==> src/rtl/mole_round_ctrl.sv <==
// Whack-a-mole round sequencer: LFSR hole pick, timed mole window, hit/miss judging
// and a saturating two-digit BCD score.
module mole_round_ctrl #(
  parameter int unsigned NUM_HOLES = 9,
  parameter logic [31:0] MOLE_TIME = 32'd100000000,
  parameter logic [31:0] GAP_TIME  = 32'd25000000,
  parameter logic [7:0]  ROUNDS    = 8'd20,
  parameter logic [15:0] LFSR_SEED = 16'hACE1
) (
  input  logic                 cin,
  input  logic                 KEY0,
  input  logic                 start_n,
  input  logic [NUM_HOLES-1:0] sw,
  output logic [NUM_HOLES-1:0] led,
  output logic [3:0]           score_ones,
  output logic [3:0]           score_tens,
  output logic [7:0]           round_num,
  output logic                 hit_pulse,
  output logic                 miss_pulse,
  output logic                 game_over
);

  localparam int unsigned IW = (NUM_HOLES > 1) ? $clog2(NUM_HOLES) : 1;

  localparam logic [1:0] S_IDLE = 2'd0;
  localparam logic [1:0] S_GAP  = 2'd1;
  localparam logic [1:0] S_UP   = 2'd2;
  localparam logic [1:0] S_OVER = 2'd3;

  logic [1:0]           state;
  logic [31:0]          timer;
  logic [15:0]          lfsr;
  logic [NUM_HOLES-1:0] sw_s1, sw_s2, sw_s3;
  logic                 st_s1, st_s2, st_s3;
  logic [NUM_HOLES-1:0] sw_evt;
  logic                 start_evt;
  logic [IW-1:0]        raw_idx, pick_idx, cur_idx, prev_idx;
  logic                 hit, timeout;
  logic [7:0]           round_next;

  // Third flop holds the previous synchronized level so a press is a single-cycle event.
  always_ff @(posedge cin or negedge KEY0) begin
    if (!KEY0) begin
      sw_s1 <= '0;
      sw_s2 <= '0;
      sw_s3 <= '0;
      st_s1 <= 1'b0;
      st_s2 <= 1'b0;
      st_s3 <= 1'b0;
    end else begin
      sw_s1 <= sw;
      sw_s2 <= sw_s1;
      sw_s3 <= sw_s2;
      st_s1 <= ~start_n;
      st_s2 <= st_s1;
      st_s3 <= st_s2;
    end
  end

  assign sw_evt    = sw_s2 & ~sw_s3;
  assign start_evt = st_s2 & ~st_s3;

  always_ff @(posedge cin or negedge KEY0) begin
    if (!KEY0) lfsr <= LFSR_SEED;
    else       lfsr <= {lfsr[14:0], lfsr[15] ^ lfsr[13] ^ lfsr[12] ^ lfsr[10]};
  end

  always_comb begin
    raw_idx  = IW'(lfsr % 16'(NUM_HOLES));
    pick_idx = raw_idx;
    if (raw_idx == prev_idx)
      pick_idx = (raw_idx == IW'(NUM_HOLES - 1)) ? '0 : raw_idx + IW'(1);
  end

  assign hit        = sw_evt[cur_idx];
  assign timeout    = (timer == MOLE_TIME - 32'd1);
  assign round_next = round_num + 8'd1;
  assign game_over  = (state == S_OVER);

  always_ff @(posedge cin or negedge KEY0) begin
    if (!KEY0) begin
      state      <= S_IDLE;
      timer      <= '0;
      led        <= '0;
      score_ones <= '0;
      score_tens <= '0;
      round_num  <= '0;
      hit_pulse  <= 1'b0;
      miss_pulse <= 1'b0;
      cur_idx    <= '0;
      prev_idx   <= '0;
    end else begin
      hit_pulse  <= 1'b0;
      miss_pulse <= 1'b0;
      case (state)
        S_IDLE, S_OVER: begin
          led <= '0;
          if (start_evt) begin
            score_ones <= '0;
            score_tens <= '0;
            round_num  <= '0;
            timer      <= '0;
            state      <= S_GAP;
          end
        end
        S_GAP: begin
          if (timer == GAP_TIME - 32'd1) begin
            cur_idx  <= pick_idx;
            prev_idx <= pick_idx;
            led      <= NUM_HOLES'(1) << pick_idx;
            timer    <= '0;
            state    <= S_UP;
          end else begin
            timer <= timer + 32'd1;
          end
        end
        default: begin
          // Hit is tested first so a press landing on the final window cycle still scores.
          if (hit || timeout) begin
            led <= '0;
            if (hit) begin
              hit_pulse <= 1'b1;
              if (!(score_tens == 4'd9 && score_ones == 4'd9)) begin
                if (score_ones == 4'd9) begin
                  score_ones <= '0;
                  score_tens <= score_tens + 4'd1;
                end else begin
                  score_ones <= score_ones + 4'd1;
                end
              end
            end else begin
              miss_pulse <= 1'b1;
            end
            round_num <= round_next;
            timer     <= '0;
            state     <= (round_next == ROUNDS) ? S_OVER : S_GAP;
          end else begin
            timer <= timer + 32'd1;
          end
        end
      endcase
    end
  end

endmodule

==> config.mk <==
export PLATFORM = sky130hd
export DESIGN_NAME = mole_round_ctrl
export DESIGN_NICKNAME = d
export VERILOG_FILES = /design/src/rtl/mole_round_ctrl.sv
export SDC_FILE = /design/constraint.sdc
export NUM_CORES = 1
export LEC_CHECK = 0
export CORE_AREA = 10 10 132 134
export DETAILED_ROUTE_END_ITERATION = 6
export DIE_AREA = 0 0 142 144
export PLACE_DENSITY = 0.71
export SYNTH_ARGS = -nofsm -noshare
export SYNTH_HDL_FRONTEND = slang
export SYNTH_SLANG_ARGS = --single-unit
==> constraint.sdc <==
create_clock -name cin -period 12.4 [get_ports cin]
set_input_delay 3.1 -clock cin [delete_from_list [all_inputs] [get_ports cin]]
set_output_delay 3.1 -clock cin [all_outputs]
set_load 0.005 [all_outputs]
### Word-level counts from Yosys, hierarchy flattened

Index checks and enable logic that the tools add are counted.

* bits in registers: 111
* bits of input ports: 12
* word-level logic and storage cells: 96

* add/sub/neg operators: 5
* div/mod/pow operators: 1
* magnitude comparators: 1
* eq/ne operators: 12
* shift operators: 1
* multiplexer cells: 36
* bitwise logic cells: 9
* reduce and logical (&&, ||, !) cells: 15

Operators by type and width (count)
* $mux 32: 3
* $pmux 32 s2: 1
* $mux 4: 11
* $add 32x1->32 const B: 1
* $eq 32x25->1 const B: 1
* $eq 32x27->1 const B: 1
* $mux 9: 2
* $pmux 9 s2: 1
* $mod 16x4->16 const B: 1
* $mux 8: 2
* $pmux 4 s2: 2
* $pmux 8 s2: 1
* $add 4x1->4 const B: 3
* $eq 4x4->1 const B: 3
* $and 9x9->9: 1
* $not 9->9: 1
* $shl 1x4->9 const A: 1
* $add 8x1->8 const B: 1
* $eq 8x5->1 const B: 1
* $mux 2: 4
* $mux 1: 7
* $reduce_and 3->1: 2
* $reduce_and 6->1: 1
* $reduce_bool 2->1: 3
* other kinds (19): 25

### Logic depth before layout (Yosys ltp)

Gate-level depths: netlist (run 1).

* depth after elaboration: 7
* gate-level depth with buffers: 39

### Worst setup path before layout (run 1)

OpenSTA, ideal clock, no wires.

* path kind: reg-to-reg
* start point: reg lfsr[10]
* end point: reg led[5]
* library setup time: 0.095 ns
* arrival: 8.640 ns
* setup slack: 3.664 ns
* stages on the path, launching flop included: 38
* buffers on the path: 4
* clock period less this slack: 8.736 ns
* cells stage by stage: dfstp_2 > buf_6 > or3b_1 > a21oi_1 > a2111oi_0 > a41o_2 > and4_1 > buf_4 > o211ai_1 > o211ai_2 > and4b_4 > or3_1 > buf_2 > or3_1 > o311a_4 > or3_1 > a21oi_1 > o21a_1 > [... 2 more ...] > ha_1 > nor2_1 > o32a_1 > o221ai_4 > xnor2_1 > ha_1 > nand2b_1 > maj3_1 > a211oi_1 > o31ai_2 > buf_2 > xnor2_1 > ha_1 > inv_1 > o41ai_1 > o21ai_1 > or2_1 > o31ai_1

* longest elaborated chain between the ends: 7
* elaborated cells between the ends (all ways): 9
* classes of those cells: 1 x add/sub; 1 x div; 2 x eq/ne; 1 x shift; 4 x mux

Ends and longest elaborated chain
* start: declaration: line 32 `logic [15:0] lfsr;`
* start signal: assignment: line 65 `else lfsr <= {lfsr[14:0], lfsr[15] ^ lfsr[13] ^ lfsr[12] ^ lfsr[10]};`
* $mod 16x4->16 *: line 69 `raw_idx = IW'(lfsr % 16'(NUM_HOLES));`
* $add 4x1->4 or $eq 4x4->1 (tied branches): line 72 `pick_idx = (raw_idx == IW'(NUM_HOLES - 1)) ? '0 : raw_idx + IW'(1);`
* $mux 4: line 72
* $mux 4 *: line 71 `if (raw_idx == prev_idx)`
* $shl 1x4->9 *: line 110 `led <= NUM_HOLES'(1) << pick_idx;`
* $mux 9 *: line 107 `if (timer == GAP_TIME - 32'd1) begin`
* $pmux 9 s2 *: line 95 `case (state)`
* end signal: assignment: line 110
* end: declaration: line 14 `output logic [NUM_HOLES-1:0] led,`

Every way passes the cells marked *; elsewhere a longest branch is shown, timed or not. The select of a mux whose other input is x is not followed.
A chain may end at the register's enable or synchronous reset.

### Worst setup path after layout (run 1)

* start point: reg lfsr[14]
* end point: reg led[7]

Same word-level chain as after synthesis.

==> reports/metrics.csv, run 1 <==
stage;metric;value;unit
synthesis;main flop type after synthesis;dfrtp_1;
floorplanning;DIE WIDTH;142;µm
cts;Skew-Pair Late Insertion Delay;350;ps
pwr;pwr dens;124;nW/µm²
finish;Fill cells;1327;
synthesis;synthesized flop and latch total;111;
cts;CTS tree;done;
drt;drt first pass iters;4;
floorplanning;DIE AREA;20400;µm²
timing;Min Hold Slack;350;ps
synthesis;syn_area_per_cell;8.95;µm²
synthesis;Synth cell types;112;
grt;Tot GR Track Use;0.161;
timing;part of the cycle the worst path needs;0.800;
setup_path;R2R Path Start;lfsr[14];
drt;DRC Markers;0;
drt;Vias;6308;
job;Max-Cap Viols;0;
timing;endpoints failing setup;0;
synthesis;Post-Syn Area;7310;µm²
floorplanning;Starting Density;0.492;
cts;Clock Tree Root;clkbuf_16;
cts;H-tree Lvls;3;
grt;largest net degree at the start of global routing;65;
hold_path;Worst Hold Class;reg2reg;
finish;# diodes;0;
grt;first-pass GRT wire length;28.1;mm
grt;initial antenna violation count;0;
pwr;Leak;3.23;nW
setup_path;critical path endpoint category;flop;
drt;Post-Route WL;16.4;mm
timing;slew margin rel.;0.341;
cts;CTS Buffer Depth;2;
pwr;total power;1.00;mW
setup_path;Worst setup startpoint;lfsr[14];
synthesis;number of synthesized flops with an enable pin;0;
place;number of buffers added on ports;39;
place;placement-stage worst setup slack;2620;ps
setup_path;CP Buf/Inv Count;2;
setup_path;R2R Path End;led[7];
floorplanning;Core Area;14900;µm²
drt;1st-iter DRT viols;422;
drt;drt via density;6.11;
timing;Fin Setup TNS;0;ps
synthesis;sequential area share after synthesis;0.381;
cts;hold bufs inserted after CTS;0;
setup_path;Startpoint Class;flop;
place;Routability Congestion;0.934;
grt;GR Util met1;0.219;
setup_path;Setup crit end;led[7];
setup_path;crit path max-delay cell type;dfrtp_1;
setup_path;critical path fanouts, max;21;
cts;CTS resizes;0;
timing;final clock skew;7.70;ps
status;status;finished clean;
timing;highest clock rate;101;MHz
setup_path;worst stage delay on the critical path;800;ps
timing;RSZ-0062 raised after global routing;false;
synthesis;Synth async-reset ratio;1.00;
drt;drt wl/cell;15.9;µm
pwr;VDD IR max;0.162;mV
timing;final worst slack;2480;ps
setup_path;Reg2Reg Depth;34;
setup_path;CP dominant cell by count;ha_1;
setup_path;CP Data Required Time;12650;ps
finish;commonest non-fill, non-tap cell in the layout;dfrtp_1;
timing;Final Hold Viols;0;
cts;setup bufs post-CTS;0;
setup_path;CP Data Arrival Time;10170;ps
synthesis;Syn. warnings;0;
finish;Area Overhead vs Synth;11.0;%
floorplanning;Rows;45;
synthesis;Syn Nets;844;
finish;Final #Nets;866;
finish;share of layout cells above drive strength 1;0.0995;
cts;Clock transition at path regs;70;ps
cts;TritonCTS buffer count;9;
floorplanning;I/O pins;40;
grt;M2 GR Usage;0.258;
timing;worst slew pin tran;989;ps
grt;vias in the first global route;5831;
setup_path;Critical Path Stages;34;
synthesis;Post-Syn Instances;817;
setup_path;Reg2Reg Setup Slack;2480;ps
timing;fin. max-slew vios;0;
place;hpwl dp;11.7;mm
grt;GR peak layer;met2;
setup_path;critical setup path kind;reg2reg;
finish;most frequent cells in the layout;dfrtp_1 (103), nand2_1 (91), o21ai_0 (83);
grt;grt met3 use;0.0331;
floorplanning;die height;144;µm
grt;global route overflow;0;
timing;post-layout min period;9920;ps
setup_path;Top delay family on crit path;compound AO/OA/AOI/OAI gates;
drt;antenna-violating nets left;0;
cts;TritonCTS Sinks;111;
-- cells by family after synthesis --
group           share of synthesized area
fa+ha+maj                          0.0270
buf+inv                            0.0373
compound gates                      0.274
mux                                0.0188
simple gates                        0.233
xor+xnor                           0.0281
flops                               0.381
-- synthesized netlist by cell type, types with 4 or more instances --
master / n / area share
a211o_1: 4 / 0.0048
a211oi_1: 8 / 0.0082
a21o_1: 4 / 0.0041
a21oi_1: 35 / 0.024
a221oi_1: 4 / 0.0048
a31oi_1: 8 / 0.0068
and2_1: 8 / 0.0068
and3_1: 20 / 0.017
buf_2: 5 / 0.0034
buf_4: 4 / 0.0041
buf_6: 4 / 0.0062
clkbuf_1: 16 / 0.0082
dfrtp_1: 103 / 0.35
dfstp_2: 8 / 0.029
ha_1: 15 / 0.026
inv_1: 25 / 0.013
mux2_2: 5 / 0.0077
nand2_1: 91 / 0.047
nand2b_1: 12 / 0.010
nand3_1: 25 / 0.017
nand4_1: 13 / 0.011
nand4bb_1: 4 / 0.0062
nor2_1: 64 / 0.033
nor2b_1: 13 / 0.011
nor3_1: 17 / 0.012
nor4_1: 6 / 0.0051
nor4b_1: 4 / 0.0048
o211ai_1: 9 / 0.0092
o21a_1: 12 / 0.012
o21ai_0: 83 / 0.057
o21ai_1: 7 / 0.0048
o21bai_1: 4 / 0.0041
o221ai_1: 5 / 0.0060
o22ai_1: 4 / 0.0034
o31a_1: 6 / 0.0072
o31ai_1: 22 / 0.023
or2_1: 5 / 0.0043
or2_2: 8 / 0.0068
or3_1: 7 / 0.0060
xnor2_1: 9 / 0.011
xor2_1: 10 / 0.012
-- layout make-up --
| cell class | instances | area (µm²) | share of cell area |
|---|---|---|---|
| Inverter | 28 | 105 | 0.0129 |
| Clock buffer | 9 | 225 | 0.0277 |
| Timing Repair Buffer | 42 | 410 | 0.0505 |
| Clock inverter | 7 | 104 | 0.0128 |
| Sequential cell | 111 | 2790 | 0.343 |
| Multi-Input combinational cell | 647 | 4250 | 0.524 |
| Tap cell | 188 | 235 | 0.0290 |
-- power breakdown --
group          internal [mW]  total (mW)  switching [mW]
combinational         0.0985       0.280           0.181
sequential             0.386       0.409          0.0227
clock                  0.180       0.316           0.136
-- state kept, by name (all words and copies together), names as in the netlist --
register,count
timer,32
lfsr,16
led,9
sw_s1,9
sw_s2,9
sw_s3,9
round_num,8
prev_idx,4
score_ones,4
score_tens,4
state,2
hit_pulse,1
miss_pulse,1
st_s1,1
st_s2,1
st_s3,1
-- worst min path at each step --
stage                         from  endpoint  slack (ps)  cells past startpoint
after global placement    sw_s1[0]  sw_s2[0]         330                      0
after floorplan              st_s1     st_s2         330                      0
after CTS                 sw_s1[2]  sw_s2[2]         350                      0
final                     sw_s1[2]  sw_s2[2]         350                      0
after detailed placement  sw_s1[2]  sw_s2[2]         330                      0
after global routing      sw_s1[4]  sw_s2[4]         360                      0
-- metrics by stage --
stage          instances   util  instance area (µm²)
6_report            1032  0.546                 8120
4_1_cts             1032  0.546                 8120
2_1_floorplan        817      -                 7310
3_3_place_gp        1016  0.524                 7790
5_1_grt             1032  0.546                 8120
3_5_place_dp        1016  0.524                 7790
-- metal layers --
metal | vias up | share of wire
li1 | 3107 | -
met1 | 3035 | 0.47
met2 | 152 | 0.48
met3 | 14 | 0.044
met4 | 0 | 0.011
met5 | - | 0
No activity file was read; power rests on OpenSTA's default activity.
==> run 2, diff against run 1 <==
Clock period 12.4 ns to 9.49 ns, I/O delays scaled along.
==> run 2 against run 1 <==
Global-route usage increased by 0.27 points. Clock power increased by 23%. Fmax increased by 11%. Worst hold slack about the same. Critical path depth increased by 1. Sequential power increased by 31%. Total power increased by 29%. First-iteration DRC count decreased by 6.4%. Utilization increased by 2.4 points.
==> reports/metrics.csv, run 2 (same netlist as run 1, synthesis figures left out) <==
stage;metric;value;unit
status;status;finished clean;
setup_path;critical path fanouts, max;11;
timing;highest clock rate;111;MHz
cts;Clock transition at path regs;70;ps
drt;antenna-violating nets left;0;
floorplanning;die height;144;µm
drt;Vias;6432;
cts;TritonCTS buffer count;9;
timing;endpoints failing setup;0;
pwr;Leak;3.39;nW
drt;1st-iter DRT viols;395;
finish;# diodes;0;
drt;DRC Markers;0;
timing;part of the cycle the worst path needs;0.946;
timing;fin. max-slew vios;0;
cts;TritonCTS Sinks;111;
setup_path;Startpoint Class;flop;
setup_path;Reg2Reg Setup Slack;510;ps
cts;H-tree Lvls;3;
timing;Final Hold Viols;0;
place;number of buffers added on ports;39;
finish;Area Overhead vs Synth;15.9;%
setup_path;critical path endpoint category;flop;
finish;largest registers;timer x32, lfsr x16;
cts;Clock Tree Root;clkbuf_16;
finish;max reg flops;32;
pwr;VDD IR max;0.174;mV
timing;worst slew pin tran;979;ps
finish;Final Util;0.570;
setup_path;Worst setup startpoint;lfsr[10];
timing;final clock skew;10.0;ps
grt;first-pass GRT wire length;28.6;mm
setup_path;Reg2Reg Depth;35;
grt;initial antenna violation count;0;
cts;CTS Buffer Depth;2;
drt;Post-Route WL;17.4;mm
finish;most frequent cells in the layout;dfrtp_1 (103), nand2_1 (91), o21ai_0 (83);
job;Max-Cap Viols;0;
floorplanning;Rows;45;
setup_path;worst stage delay on the critical path;690;ps
place;Routability Congestion;0.936;
setup_path;critical setup path kind;reg2reg;
pwr;total power;1.29;mW
grt;global route overflow;0;
finish;commonest non-fill, non-tap cell in the layout;dfrtp_1;
place;hpwl dp;12.2;mm
setup_path;R2R Path End;led[7];
finish;share of layout cells above drive strength 1;0.148;
cts;CTS tree;done;
timing;slew margin rel.;0.347;
finish;Final #Nets;892;
drt;drt wl/cell;16.4;µm
floorplanning;Starting Density;0.492;
setup_path;Setup crit end;led[7];
timing;post-layout min period;8980;ps
cts;Skew-Pair Late Insertion Delay;350;ps
floorplanning;Core Area;14900;µm²
floorplanning;I/O pins;40;
setup_path;CP Data Required Time;9750;ps
floorplanning;DIE AREA;20400;µm²
finish;Biggest register;timer;
setup_path;crit path max-delay cell type;dfstp_4;
hold_path;Worst Hold Class;reg2reg;
floorplanning;DIE WIDTH;142;µm
grt;Tot GR Track Use;0.163;
drt;drt first pass iters;5;
setup_path;CP Data Arrival Time;9230;ps
grt;largest net degree at the start of global routing;57;
setup_path;R2R Path Start;lfsr[10];
drt;drt via density;6.08;
pwr;pwr dens;152;nW/µm²
finish;Fill cells;1325;
grt;vias in the first global route;5901;
-- run 2: changes by cell type in the layout (fill, tap and decap cells not counted), moves of 3 or more --
cell | previous run | this run
dfstp_4 | 0 | 3
nor3_1 | 17 | 14
buf_4 | 4 | 29
dfstp_2 | 8 | 5
nor3_2 | 1 | 4
-- run 2: stage by stage --
stage                     area, µm²  std cells  setup slack [ps]  hold slack, ps  setup TNS [ps]
after floorplan                7310        817               754             331               0
after CTS                      8190       1043              40.7             351               0
final                          8480       1058               513             350               0
after global routing           8480       1058             -34.0             356           -51.4
after global placement         7870       1027               228             331               0
after detailed placement       7870       1027              46.3             335               0
-- run 2: layout make-up --
type / instances / area [µm²] / share of cell area
Multi-Input combinational cell: 647 / 4420 / 0.521
Sequential cell: 111 / 2800 / 0.330
Timing Repair Buffer: 68 / 606 / 0.0714
Tap cell: 188 / 235 / 0.0277
Clock buffer: 9 / 225 / 0.0266
Inverter: 28 / 105 / 0.0124
Clock inverter: 7 / 90.1 / 0.0106
-- run 2: worst min path at each step --
stage,from,end,slack [ps],depth (start not counted)
6_report,sw_s1[0],sw_s2[0],350,0
5_1_grt,sw_s1[2],sw_s2[2],360,0
4_1_cts,sw_s1[7],sw_s2[7],350,0
3_5_place_dp,sw_s1[7],sw_s2[7],330,0
3_3_place_gp,sw_s1[1],sw_s2[1],330,0
2_1_floorplan,st_s1,st_s2,330,0
-- run 2: worst max-delay path, delay by kind of cell, from the launching register on --
family          cells  cell delay [ps]
simple gates        6             1240
xor+xnor            1              240
buf+inv             3              330
compound gates     19             4950
mux                 2              420
flops               1              690
fa+ha+maj           4             1000
-- run 2: timing repair --
action | CTS | global route
setup endpoints to repair | 0 | 13
setup buffers | 0 | 15
hold buffers | 0 | 0
gates resized for setup | 0 | 34
-- run 2: per-layer routing --
layer  global-route usage  wire length [µm]  share of wire
met1                0.218              7960           0.46
met2                0.264              8380           0.48
met3               0.0344               813          0.047
met4               0.0398               217          0.012
met5                    0                 0              0
-- run 2: where the power goes --
part	leakage (nW)	switching [mW]	total (mW)	internal (mW)
Clock	0.147	0.179	0.390	0.211
Sequential	1.44	0.0300	0.534	0.504
Combinational	1.80	0.239	0.368	0.129
Total	3.39	0.448	1.29	0.844
